==> src/rtl/instr_loader.sv <==
// Instruction loader: assembles big-endian 32-bit words from a UART byte
// stream and writes them to instruction memory until the halt marker or the
// end of memory, then raises start to release the core.
module instr_loader #(
    parameter int unsigned         len_addr  = 32,
    parameter int unsigned         len_data  = 32,
    parameter int unsigned         MAX_WORDS = 1024,
    parameter logic [len_data-1:0] HALT_WORD = 32'hFFFF_FFFF
) (
    input  logic                clk,
    input  logic                reset,
    input  logic                load_req,
    input  logic [7:0]          rx_data,
    input  logic                rx_valid,
    output logic                mem_we,
    output logic [len_addr-1:0] mem_addr,
    output logic [len_data-1:0] mem_wdata,
    output logic                start,
    output logic                busy,
    output logic                overflow,
    output logic                drop_err
);

    typedef enum logic [1:0] {IDLE, RECV, WRITE, DONE} state_t;

    localparam logic [len_addr-1:0] LAST_ADDR = len_addr'(MAX_WORDS - 1);

    state_t              state, state_nx;
    logic [1:0]          byte_cnt, byte_cnt_nx;
    logic [len_data-1:0] word, word_nx;
    logic [len_data-1:0] shifted;
    logic                mem_we_nx, start_nx, busy_nx, overflow_nx, drop_err_nx;
    logic [len_addr-1:0] mem_addr_nx;
    logic [len_data-1:0] mem_wdata_nx;

    // Incoming byte lands in the low byte; earlier bytes move toward the MSB.
    assign shifted = {word[len_data-9:0], rx_data};

    // State and registered outputs; reset wins over every other input.
    always_ff @(posedge clk) begin
        if (reset) begin
            state     <= IDLE;
            byte_cnt  <= '0;
            word      <= '0;
            mem_we    <= 1'b0;
            mem_addr  <= '0;
            mem_wdata <= '0;
            start     <= 1'b0;
            busy      <= 1'b0;
            overflow  <= 1'b0;
            drop_err  <= 1'b0;
        end else begin
            state     <= state_nx;
            byte_cnt  <= byte_cnt_nx;
            word      <= word_nx;
            mem_we    <= mem_we_nx;
            mem_addr  <= mem_addr_nx;
            mem_wdata <= mem_wdata_nx;
            start     <= start_nx;
            busy      <= busy_nx;
            overflow  <= overflow_nx;
            drop_err  <= drop_err_nx;
        end
    end

    // Next-state and next-output logic; outputs are computed one cycle ahead
    // so the registered values line up with the state being entered.
    always_comb begin
        state_nx     = state;
        byte_cnt_nx  = byte_cnt;
        word_nx      = word;
        mem_we_nx    = 1'b0;
        mem_addr_nx  = mem_addr;
        mem_wdata_nx = mem_wdata;
        start_nx     = start;
        busy_nx      = busy;
        overflow_nx  = overflow;
        drop_err_nx  = drop_err;

        case (state)
            IDLE, DONE: begin
                if (load_req) begin
                    state_nx    = RECV;
                    byte_cnt_nx = '0;
                    mem_addr_nx = '0;
                    overflow_nx = 1'b0;
                    drop_err_nx = 1'b0;
                    start_nx    = 1'b0;
                    busy_nx     = 1'b1;
                end
            end
            RECV: begin
                if (rx_valid) begin
                    word_nx     = shifted;
                    byte_cnt_nx = byte_cnt + 2'd1;
                    if (byte_cnt == 2'd3) begin
                        state_nx     = WRITE;
                        mem_we_nx    = 1'b1;
                        mem_wdata_nx = shifted;
                    end
                end
            end
            WRITE: begin
                if (rx_valid) begin
                    drop_err_nx = 1'b1;
                end
                if (mem_wdata == HALT_WORD) begin
                    state_nx = DONE;
                    start_nx = 1'b1;
                    busy_nx  = 1'b0;
                end else if (mem_addr == LAST_ADDR) begin
                    state_nx    = DONE;
                    overflow_nx = 1'b1;
                    start_nx    = 1'b1;
                    busy_nx     = 1'b0;
                end else begin
                    state_nx    = RECV;
                    mem_addr_nx = mem_addr + len_addr'(1);
                end
            end
            default: state_nx = IDLE;
        endcase
    end

endmodule

==> config.mk <==
export PLATFORM = sky130hd
export DESIGN_NAME = instr_loader
export DESIGN_NICKNAME = d
export VERILOG_FILES = /design/src/rtl/instr_loader.sv
export SDC_FILE = /design/constraint.sdc
export NUM_CORES = 1
export LEC_CHECK = 0
export CORE_MARGIN = 5
export CORE_UTILIZATION = 31
export CTS_BUF_LIST = sky130_fd_sc_hd__clkbuf_8
export CTS_CLUSTER_DIAMETER = 80
export DETAILED_ROUTE_END_ITERATION = 7
export PLACE_DENSITY_LB_ADDON = 0.3
export SLEW_MARGIN = 20
export SYNTH_ARGS = -nofsm -noshare
export SYNTH_HDL_FRONTEND = slang
export SYNTH_SLANG_ARGS = --single-unit
==> constraint.sdc <==
create_clock -name clk -period 4.63 [get_ports clk]
set_input_delay 0.926 -clock clk [delete_from_list [all_inputs] [get_ports clk]]
set_output_delay 0.926 -clock clk [all_outputs]
set_load 0.02 [all_outputs]
Word-level counts from Yosys, hierarchy flattened
Index checks and enable logic that the tools add are counted.
Word-level totals
  input bits: 12
  register bits after elaboration: 97
Cells by class
  reductions and logical operators: 13
  eq/ne operators: 14
  multiplexer cells: 26
  bitwise gates (word level): 2
  add/subtract/negate cells: 2
Operator list (number)
  two-way mux 32 bit: 3
  one-hot mux 32 bit (2 select lines): 1
  adder 32 x 1 -> 32 bit (second input constant): 1
  equality test 32 x 10 -> 1 bit (second input constant): 1
  equality test 32 bit (second input constant): 1
  AND reduction 3 bit: 5
  two-way mux 2 bit: 7
  != test 2 bit (second input constant): 7
  two-way mux 1 bit: 9
  one-hot mux 1 bit (2 select lines): 4
  AND reduction 4 bit: 2
  equality test 2 bit (second input constant): 3
  one-hot mux 2 bit (3 select lines): 1
  one-hot mux 2 bit (2 select lines): 1
  nonzero test 2 bit: 2
  != test 3 bit (second input constant): 1
  OR reduction 3 bit: 1
  adder 2 x 1 -> 2 bit (second input constant): 1
  equality test 2 x 1 -> 1 bit (second input constant): 1
  logical NOT 2 bit: 1
  NOT 1 bit: 2
  AND reduction 2 bit: 1
  OR reduction 2 bit: 1

Depth between registers and ports, before layout
Gate-level depths: netlist of run 1.
  depth after elaboration: 4
  depth in mapped cells: 10

Worst setup path after synthesis of run 1
No wires, ideal clock.
  path kind: input -> register
  start point: input load_req
  end point: register mem_addr[30]
  cell stages on the path: 6
  required time: 4556 ps
  buffers on the path: 1
  setup time: 74 ps
  setup slack: 2317 ps
  data arrival time: 2238 ps
  path through: mux2i_1 -> a31o_2 -> or2_1 -> buf_2 -> or4b_1 -> a31oi_1
Between the ends
  longest elaborated chain between the ends: 2
RTL lines
  start: declaration: line 12  | input logic load_req,
  != test 2 bit (no source line)
  AND reduction 4 bit (no source line)
  end signal: assignment: line 57  | mem_addr <= mem_addr_nx;
  end: declaration: line 16  | output logic [len_addr-1:0] mem_addr,
Every way passes these cells.
A chain may end at the register's enable or synchronous reset.

Worst setup path after layout of run 1
  start point: input load_req
  end point: register mem_addr[6]
The elaborated chain is that of the path after synthesis.

==> impl_metrics.yaml, run 1 <==
logic_synthesis:
  synth_cells: 559
  synth-edff-count: 0
  yosysUniqueCellTypes: 53
  synth_top_area_share_pct: 44.7
  synthArstFlopShare_pct: 0
  ys_ff_latch: 97
  synth_area_leaders: "dfxtp_1 (45%), nand2_1 (13%), a21oi_1 (9.2%), nand4_1 (2.7%), clkbuf_1 (2.5%)"
  synth_area_per_cell_sq_um: 7.77
  syn_area_sq_um: 4340
  synth_top_area_cell: "dfxtp_1"
  synth_nets: 576
  ys.warnings.count: 0
  synth_ff_type: "dfxtp_1"
  synth_seq_area_share_pct: 44.7
sta:
  final.period_utilization_pct: 63.2
  tns_ns: 0
  fin_crit_ns: 2.93
  slew_headroom_pct: 33.8
  fin_ws_ns: 1.70
  rsz0062_at_grt: "false"
  slew_violations: 0
  holdWs_ns: 0.462
  max_freq_mhz: 342
  setup_viol: 0
  skew_ns: 0.0109
  worstMarginPinSlew_ns: 0.993
  hold_viol_final: 0
detailed_routing:
  dr_wl_met2_mm: 5.83
  drtIter0Drc: 313
  maxUsedRoutingLayer: "met4"
  dr.pass1.iters: 4
  vias_per_cell: 5.25
  drc: 0
  vias: 4230
  wl_met3_um: 928
  wire_per_inst_um: 15.5
  drt.antenna.violating_nets: 0
  met1_length_mm: 5.55
  drt_wl_total_mm: 12.5
power_and_ir_drop:
  power.density_nw_per_um2: 304
  power_mw: 1.66
  p_leak_nw: 1.68
  vdd_drop_max_mv: 0.229
setup_path:
  crit_path_max_fanout: 17
  critPathCaptureType: "register"
  arrival_ns: 3.23
  endpoint: "mem_addr[6]$_SDFFE_PP0P_"
  crit_type: "in -> reg"
  worstSetupStartpoint: "load_req"
  worstPathRequired_ns: 4.94
  reg2reg_slack_ns: 1.79
  worstReg2RegStart: "mem_addr[0]$_SDFFE_PP0P_"
  cp-start-kind: "input port"
  r2r-end: "mem_addr[31]$_SDFFE_PP0P_"
  r2r_cells: 7
grt:
  grt_pass1_vias: 4032
  antenna_found_initial: 0
  grt_util_all_layers_pct: 15.4
  grt_pass1_wl_mm: 20.6
  grt_max_degree: 93
  grt-ovfl-total: 0
clocking:
  clockBufferDepth: 2
  clkSinkCount: 97
  cts_made_buffers: 9
  clkLatencyLatePin_ns: 0.39
  cts_max_level: 3
  root_buffer: "clkbuf_8"
  cts_tree: "done"
  cts_hold_buffers: 0
  cts_resized: 0
  clk_pin_slew_ns: 0.11
  post_cts_buffers: 0
final_layout:
  drive_gt1_share_pct: 5.76
  antenna_cells: 0
  layout.cells.non_filler: 805
  regArea_sq_um: 1940
  nFillCells: 1399
  fin_util_pct: 39.6
  nets: 637
  syn_to_final_growth_pct: 26.1
  multiInputGateArea_sq_um: 2210
  final_area_sq_um: 5480
place:
  place_inst: 789
  place_ws_ns: 1.32
  place_congestion: 0.854
  hpwl_mm: 8.60
  placed_area_sq_um: 5270
  port_buffers: 80
floorplan:
  start_util_pct: 31.4
  core_area_sq_um: 13800
  rows: 43
  die_h_um: 128
  fp.dieArea_sq_um: 16500
  ios: 81
  die-width_um: 128
min_path:
  hp-class: "reg -> reg"
job:
  cap_violations: 0
outcome:
  status: "completed"
==> cell usage after synthesis (3+ instances only) <==
cell type / number
o32ai_1: 8
and3_1: 5
o211ai_1: 3
nor3_1: 16
dfxtp_1: 97
nor4b_1: 5
buf_2: 4
nand2b_1: 3
nand3_1: 18
clkbuf_1: 29
inv_1: 14
nor2_1: 13
a211oi_1: 3
or2_2: 3
nor2b_1: 3
a21oi_1: 80
o21ai_0: 11
ha_1: 5
nand4_1: 19
nand2_1: 155
mux2i_1: 3
a31oi_1: 7
nor4_1: 11
a32o_1: 5
==> where the power goes <==
group / internal, mW / leakage (nW) / switching [mW]
combinational: 0.0731 / 0.798 / 0.157
sequential: 0.851 / 0.782 / 0.0160
clock: 0.216 / 0.101 / 0.350
==> placed cells by master (no fill, tap or decap), types with 4 or more instances in the layout <==
cell,count
clkbuf_8,9
clkdlybuf4s50_1,79
nor2_1,13
ha_1,5
o32ai_1,8
nor4_1,11
nor3_1,16
nand3_1,18
o21ai_0,11
inv_1,14
and3_1,4
nor4b_1,5
a31oi_1,7
nand4_1,19
buf_4,5
a32o_1,5
dfxtp_1,97
nand2_1,154
a21oi_1,80
==> cells by family after synthesis <==
logic type / synth area share, %
AOI/OAI and AO/OA: 18.1
xor gates and xnor gates: 0.202
adders and majority gates: 1.44
buffers and inverters: 4.44
DFF: 44.7
muxes: 0.691
and+or+nand+nor: 30.4
==> flip-flops by register name, summed over array words and instances (netlist names) <==
name and flops:
busy 1, word 24, byte_cnt 2, drop_err 1, overflow 1, state 2, mem_we 1, start 1
mem_addr 32, mem_wdata 32
==> worst max-delay path: stages <==
cell             delay (ns)
clkdlybuf4s50_1        0.56
mux2i_1                0.14
a31o_2                 0.37
or2_1                  0.50
or4b_1                 0.58
a31oi_1                0.16
==> routing by layer <==
metal  global-route usage [%]  up-vias
met4                     4.31        0
met5                        0        -
met2                     24.9      132
met1                     19.8     1979
li1                         -     2101
met3                     5.06       18
==> how the worst min path moves through the flow <==
| stage | startpoint | to | cells past startpoint |
|---|---|---|---|
| after floorplan | word[16]$_SDFFE_PP0P_ | mem_wdata[24]$_SDFFE_PP0P_ | 2 |
| after global placement | word[16]$_SDFFE_PP0P_ | mem_wdata[24]$_SDFFE_PP0P_ | 2 |
| after detailed placement | word[17]$_SDFFE_PP0P_ | mem_wdata[25]$_SDFFE_PP0P_ | 2 |
| after CTS | word[17]$_SDFFE_PP0P_ | mem_wdata[25]$_SDFFE_PP0P_ | 2 |
| after global routing | word[19]$_SDFFE_PP0P_ | word[19]$_SDFFE_PP0P_ | 2 |
| final | word[17]$_SDFFE_PP0P_ | mem_wdata[25]$_SDFFE_PP0P_ | 2 |
==> final cells by class <==
cell class | count | area share [%]
clock buffer | 9 | 2.26
clock inverter | 7 | 1.51
inverter | 15 | 1.03
multi-input combinational | 412 | 40.4
sequential | 97 | 35.5
tap | 180 | 4.11
timing repair buffer | 85 | 15.2
Power figures use the tool's default switching activity.
==> run 2, diff against run 1 <==
==> constraint.sdc (replaced) <==
create_clock -name clk -period 2.5 [get_ports clk]
set_input_delay 0.5 -clock clk [delete_from_list [all_inputs] [get_ports clk]]
set_output_delay 0.5 -clock clk [all_outputs]
set_load 0.02 [all_outputs]
==> run 2 against run 1 <==
Die area stayed put. Via count rose by 3.0%. Sequential share of layout area fell by 1.1 points. Clock-buffer cell count stayed put. Power up 86%. Clock skew increased by 0.00056 ns. Register-to-register slack got worse by 1.7 ns. Utilization rose by 1.2 points. Sequential power rose by 85%. Critical endpoint is now mem_addr[30]$_SDFFE_PP0P_. Largest power group unchanged. Highest routed layer unchanged.
==> impl_metrics.yaml, run 2 (synthesized netlist as in run 1, its figures left out) <==
grt:
  grt-ovfl-total: 0
  met1_usage_pct: 20.5
  antenna_found_initial: 0
  use_met2_pct: 24.6
  grt_pass1_vias: 4186
  globalRouteMet3Util_pct: 5.19
  grt_pass1_wl_mm: 21.3
  grt_max_degree: 93
  grt_util_all_layers_pct: 15.9
  top_usage_layer: "met2"
outcome:
  status: "completed"
final_layout:
  reg_top3: "mem_addr (32), mem_wdata (32), word (24)"
  drive_gt1_share_pct: 8.51
  nets: 659
  nFillCells: 1401
  final_common_cell: "nand2_1"
  antenna_cells: 0
  syn_to_final_growth_pct: 29.9
  fin_util_pct: 40.8
  layout_common_cells: "nand2_1 (155), dfxtp_1 (97), a21oi_1 (80)"
sta:
  final.period_utilization_pct: 94.7
  slew_headroom_pct: 66.8
  max_freq_mhz: 422
  skew_ns: 0.0114
  fin_crit_ns: 2.37
  worstMarginPinSlew_ns: 0.493
  rsz0062_at_grt: "false"
  slew_violations: 0
  setup_viol: 0
  hold_viol_final: 0
  tns_ns: 0
  holdWs_ns: 0.447
  fin_ws_ns: 0.133
clocking:
  clkSinkCount: 97
  clockBufferDepth: 2
  root_buffer: "clkbuf_8"
  cts_tree: "done"
  cts_made_buffers: 9
  clk_pin_slew_ns: 0.10
  cts_hold_buffers: 0
  clkLatencyLatePin_ns: 0.38
  cts_max_level: 3
place:
  place_congestion: 0.880
  port_buffers: 80
  place_ws_ns: 0.0551
  hpwl_mm: 9.03
setup_path:
  arrival_ns: 2.67
  crit_path_max_fanout: 8
  critPathCaptureType: "register"
  worstPathRequired_ns: 2.81
  cp-start-kind: "register"
  crit_type: "reg -> reg"
power_and_ir_drop:
  vdd_drop_max_mv: 0.298
  p_leak_nw: 1.79
  power.density_nw_per_um2: 549
floorplan:
  ios: 81
  rows: 43
  die-width_um: 128
  die_h_um: 128
  core_area_sq_um: 13800
  fp.dieArea_sq_um: 16500
  start_util_pct: 31.4
detailed_routing:
  drtIter0Drc: 380
  vias_per_cell: 5.28
  drt.antenna.violating_nets: 0
  dr.pass1.iters: 5
  drt_wl_total_mm: 13.0
  drc: 0
  wire_per_inst_um: 15.7
  vias: 4359
job:
  cap_violations: 0
min_path:
  hp-class: "reg -> reg"
==> run 2: cell type report <==
cell class	instances	area (sq um)	share of cell area (%)
clock buffer	9	124	2.20
inverter	15	56.3	0.998
sequential	97	1940	34.4
multi-input combinational	412	2220	39.3
clock inverter	6	67.6	1.20
tap	180	225	3.99
timing repair buffer	107	1010	17.9
==> run 2: worst paths after layout <==
check | slack [ns] | startpoint | cells after the start | to
min reg2reg | 0.45 | word[22]$_SDFFE_PP0P_ | 2 | mem_wdata[30]$_SDFFE_PP0P_
max reg2reg | 0.13 | mem_addr[8]$_SDFFE_PP0P_ | 6 | mem_addr[30]$_SDFFE_PP0P_
max | 0.13 | mem_addr[8]$_SDFFE_PP0P_ | 6 | mem_addr[30]$_SDFFE_PP0P_
min | 0.45 | word[22]$_SDFFE_PP0P_ | 2 | mem_wdata[30]$_SDFFE_PP0P_
==> run 2: metrics by stage <==
stage | std cells | power [mW] | cell area, sq um
after global placement | 811 | 2.10 | 5440
after CTS | 826 | 3.15 | 5630
after global routing | 826 | 3.26 | 5640
final | 826 | 3.10 | 5640
after floorplan | 559 | 1.94 | 4340
after detailed placement | 811 | 2.11 | 5440
==> run 2: per-layer routing <==
metal / routed length [um] / vias to the layer above
li1: - / 2141
met1: 5790 / 2051
met2: 5980 / 152
met3: 1030 / 15
met4: 188 / 0
met5: 0 / -
==> run 2: repair_timing <==
action | in CTS | in global routing
endpoints found under the setup margin | 0 | 10
setup buffers | 0 | 0
gates resized for setup | 0 | 1
==> run 2: report_power, final <==
part | internal, mW | switching [mW]
clock | 0.460 | 0.562
combinational | 0.171 | 0.308
sequential | 1.58 | 0.0232
total | 2.21 | 0.894
==> run 2: worst max-delay path, stage by stage (launching register included) <==
cell     delay (ns)
dfxtp_1        0.52
nand4_4        0.20
nor4b_4        0.53
and3_4         0.30
nand3_2        0.09
or4b_1         0.48
a31oi_1        0.19
==> run 3, diff against run 2 <==
--- a/config.mk
+++ b/config.mk
@@ -6,12 +6,13 @@
 export NUM_CORES = 1
 export LEC_CHECK = 0
 export CORE_MARGIN = 5
-export CORE_UTILIZATION = 31
+export CORE_UTILIZATION = 49
 export CTS_BUF_LIST = sky130_fd_sc_hd__clkbuf_8
 export CTS_CLUSTER_DIAMETER = 80
 export DETAILED_ROUTE_END_ITERATION = 7
+export HOLD_SLACK_MARGIN = 0.15
 export PLACE_DENSITY_LB_ADDON = 0.3
-export SLEW_MARGIN = 20
+export SLEW_MARGIN = 5
 export SYNTH_ARGS = -nofsm -noshare
 export SYNTH_HDL_FRONTEND = slang
 export SYNTH_SLANG_ARGS = --single-unit
==> run 3 against run 2 <==
Non-clock buffer count is 1 lower. Sequential share of layout area up 0.63 points. Combinational power is 0.8% lower. Critical endpoint is now mem_addr[24]$_SDFFE_PP0P_. Final area fell by 1.8%. Critical path type unchanged. Largest cell class unchanged. Cell count down 8.7%.
==> impl_metrics.yaml, run 3 (synthesized netlist as in run 1, its figures left out) <==
sta:
  hold_viol_final: 0
  slew_violations: 0
  worstMarginPinSlew_ns: 0.646
  skew_ns: 0.0113
  tns_ns: 0
  rsz0062_at_grt: "false"
  slew_headroom_pct: 56.9
  max_freq_mhz: 432
  holdWs_ns: 0.454
  setup_viol: 0
  fin_crit_ns: 2.32
  final.period_utilization_pct: 92.6
grt:
  antenna_found_initial: 0
  grt_max_degree: 65
  grt_pass1_vias: 4168
  grt-ovfl-total: 0
  grt_pass1_wl_mm: 20.1
  grt_util_all_layers_pct: 21.7
clocking:
  clkLatencyLatePin_ns: 0.38
  root_buffer: "clkbuf_8"
  clockBufferDepth: 2
  clkSinkCount: 97
  cts_max_level: 3
  clk_pin_slew_ns: 0.11
  cts_tree: "done"
  cts_made_buffers: 9
  cts_hold_buffers: 0
setup_path:
  cpMaxStageDelayCell: "dfxtp_1"
  crit_family: "simple AND/OR/NAND/NOR gates"
  cp-start-kind: "register"
  crit_path_max_fanout: 6
  critPathCaptureType: "register"
  crit_type: "reg -> reg"
  critical_path_buf_inv_count: 2
  cp_cell_sequence: "inv_1, ha_1, nor4b_2, nand2_1, nor4_2, buf_4, nor2_1, and2_0, a32o_1"
  worstPathRequired_ns: 2.79
  arrival_ns: 2.61
  r2r_cells: 9
  slowest_delay_ns: 0.36
  crit_cells: 9
  reg2reg_slack_ns: 0.18
floorplan:
  core_area_sq_um: 8680
  die-width_um: 104
  die_h_um: 104
  start_util_pct: 50.0
  rows: 34
  ios: 81
  fp.dieArea_sq_um: 10800
place:
  place_congestion: 0.874
  port_buffers: 80
  hpwl_mm: 8.36
job:
  cap_violations: 0
power_and_ir_drop:
  power.density_nw_per_um2: 562
  vdd_drop_max_mv: 0.302
  power_mw: 3.11
  p_leak_nw: 1.79
detailed_routing:
  wire_per_inst_um: 15.7
  drtIter0Drc: 252
  dr.pass1.iters: 5
  drc: 0
  drt_wl_total_mm: 11.8
  vias: 4393
  drt.antenna.violating_nets: 0
  vias_per_cell: 5.83
final_layout:
  nFillCells: 786
  syn_to_final_growth_pct: 27.6
  final_common_cell: "nand2_1"
  layout_common_cells: "nand2_1 (155), dfxtp_1 (97), a21oi_1 (80)"
  reg_top3: "mem_addr (32), mem_wdata (32), word (24)"
  regArea_sq_um: 1940
  nets: 658
  multiInputGateArea_sq_um: 2210
  drive_gt1_share_pct: 8.67
  antenna_cells: 0
min_path:
  hold_depth: 2
  hp-class: "reg -> reg"
outcome:
  status: "completed"
## run 3: cell types whose count changed in the layout (fill, tap and decap cells not counted), sizes merged
cell	before	now
buf	28	27
bufinv	1	0
clkinv	3	4
clkinvlp	2	0
inv	15	18
## run 3: tightest hold or removal path, stage by stage (launching register included)
cell and delay [ns]:
dfxtp_1 0.32, nand2_1 0.05, a21oi_1 0.05
## run 3: metal layers
metal / wire length (um) / part of all wire [%] / vias to the layer above / global-route usage [%]
met3: 973 / 8.2 / 9 / 6.83
li1: - / - / 2136 / -
met4: 77 / 0.65 / 0 / 5.55
met2: 5860 / 50 / 168 / 35.7
met5: 0 / 0 / - / 0
met1: 4920 / 42 / 2080 / 27.7
## run 3: through the flow
step / std cells / area, sq um / utilization, % / setup slack, ns
detailed placement: 738 / 5330 / 61.4 / 0.0465
floorplan: 559 / 4340 / - / 0.265
CTS: 754 / 5540 / 63.8 / 0.131
finish: 754 / 5540 / 63.9 / 0.184
global placement: 738 / 5330 / 61.4 / 0.0938
global route: 754 / 5540 / 63.9 / 0.0407
## run 3: path summary, 6_finish.rpt
check,startpoint,endpoint
setup / recovery,state[0]$_SDFFE_PP0P_,mem_addr[24]$_SDFFE_PP0P_
hold / removal,overflow$_SDFFE_PP0P_,overflow$_SDFFE_PP0P_
setup reg to reg,state[0]$_SDFFE_PP0P_,mem_addr[24]$_SDFFE_PP0P_
hold reg to reg,overflow$_SDFFE_PP0P_,overflow$_SDFFE_PP0P_
## run 3: final cells by class
class                      instances  area share, %
sequential                        97           35.0
inverter                          15           1.02
tap                              108           2.44
clock inverter                     7           1.42
timing repair buffer             106           17.9
multi-input combinational        412           40.0
clock buffer                       9           2.24
## run 3: repair_timing
action,in CTS,in global routing
buffers inserted,0,0
endpoints found under the setup margin,0,5
resized for setup,0,1
## run 3: power by group
| group | internal [mW] | switching [mW] |
|---|---|---|
| clock network | 0.398 | 0.641 |
| registers | 1.58 | 0.0243 |
| logic | 0.168 | 0.307 |
| total | 2.14 | 0.972 |
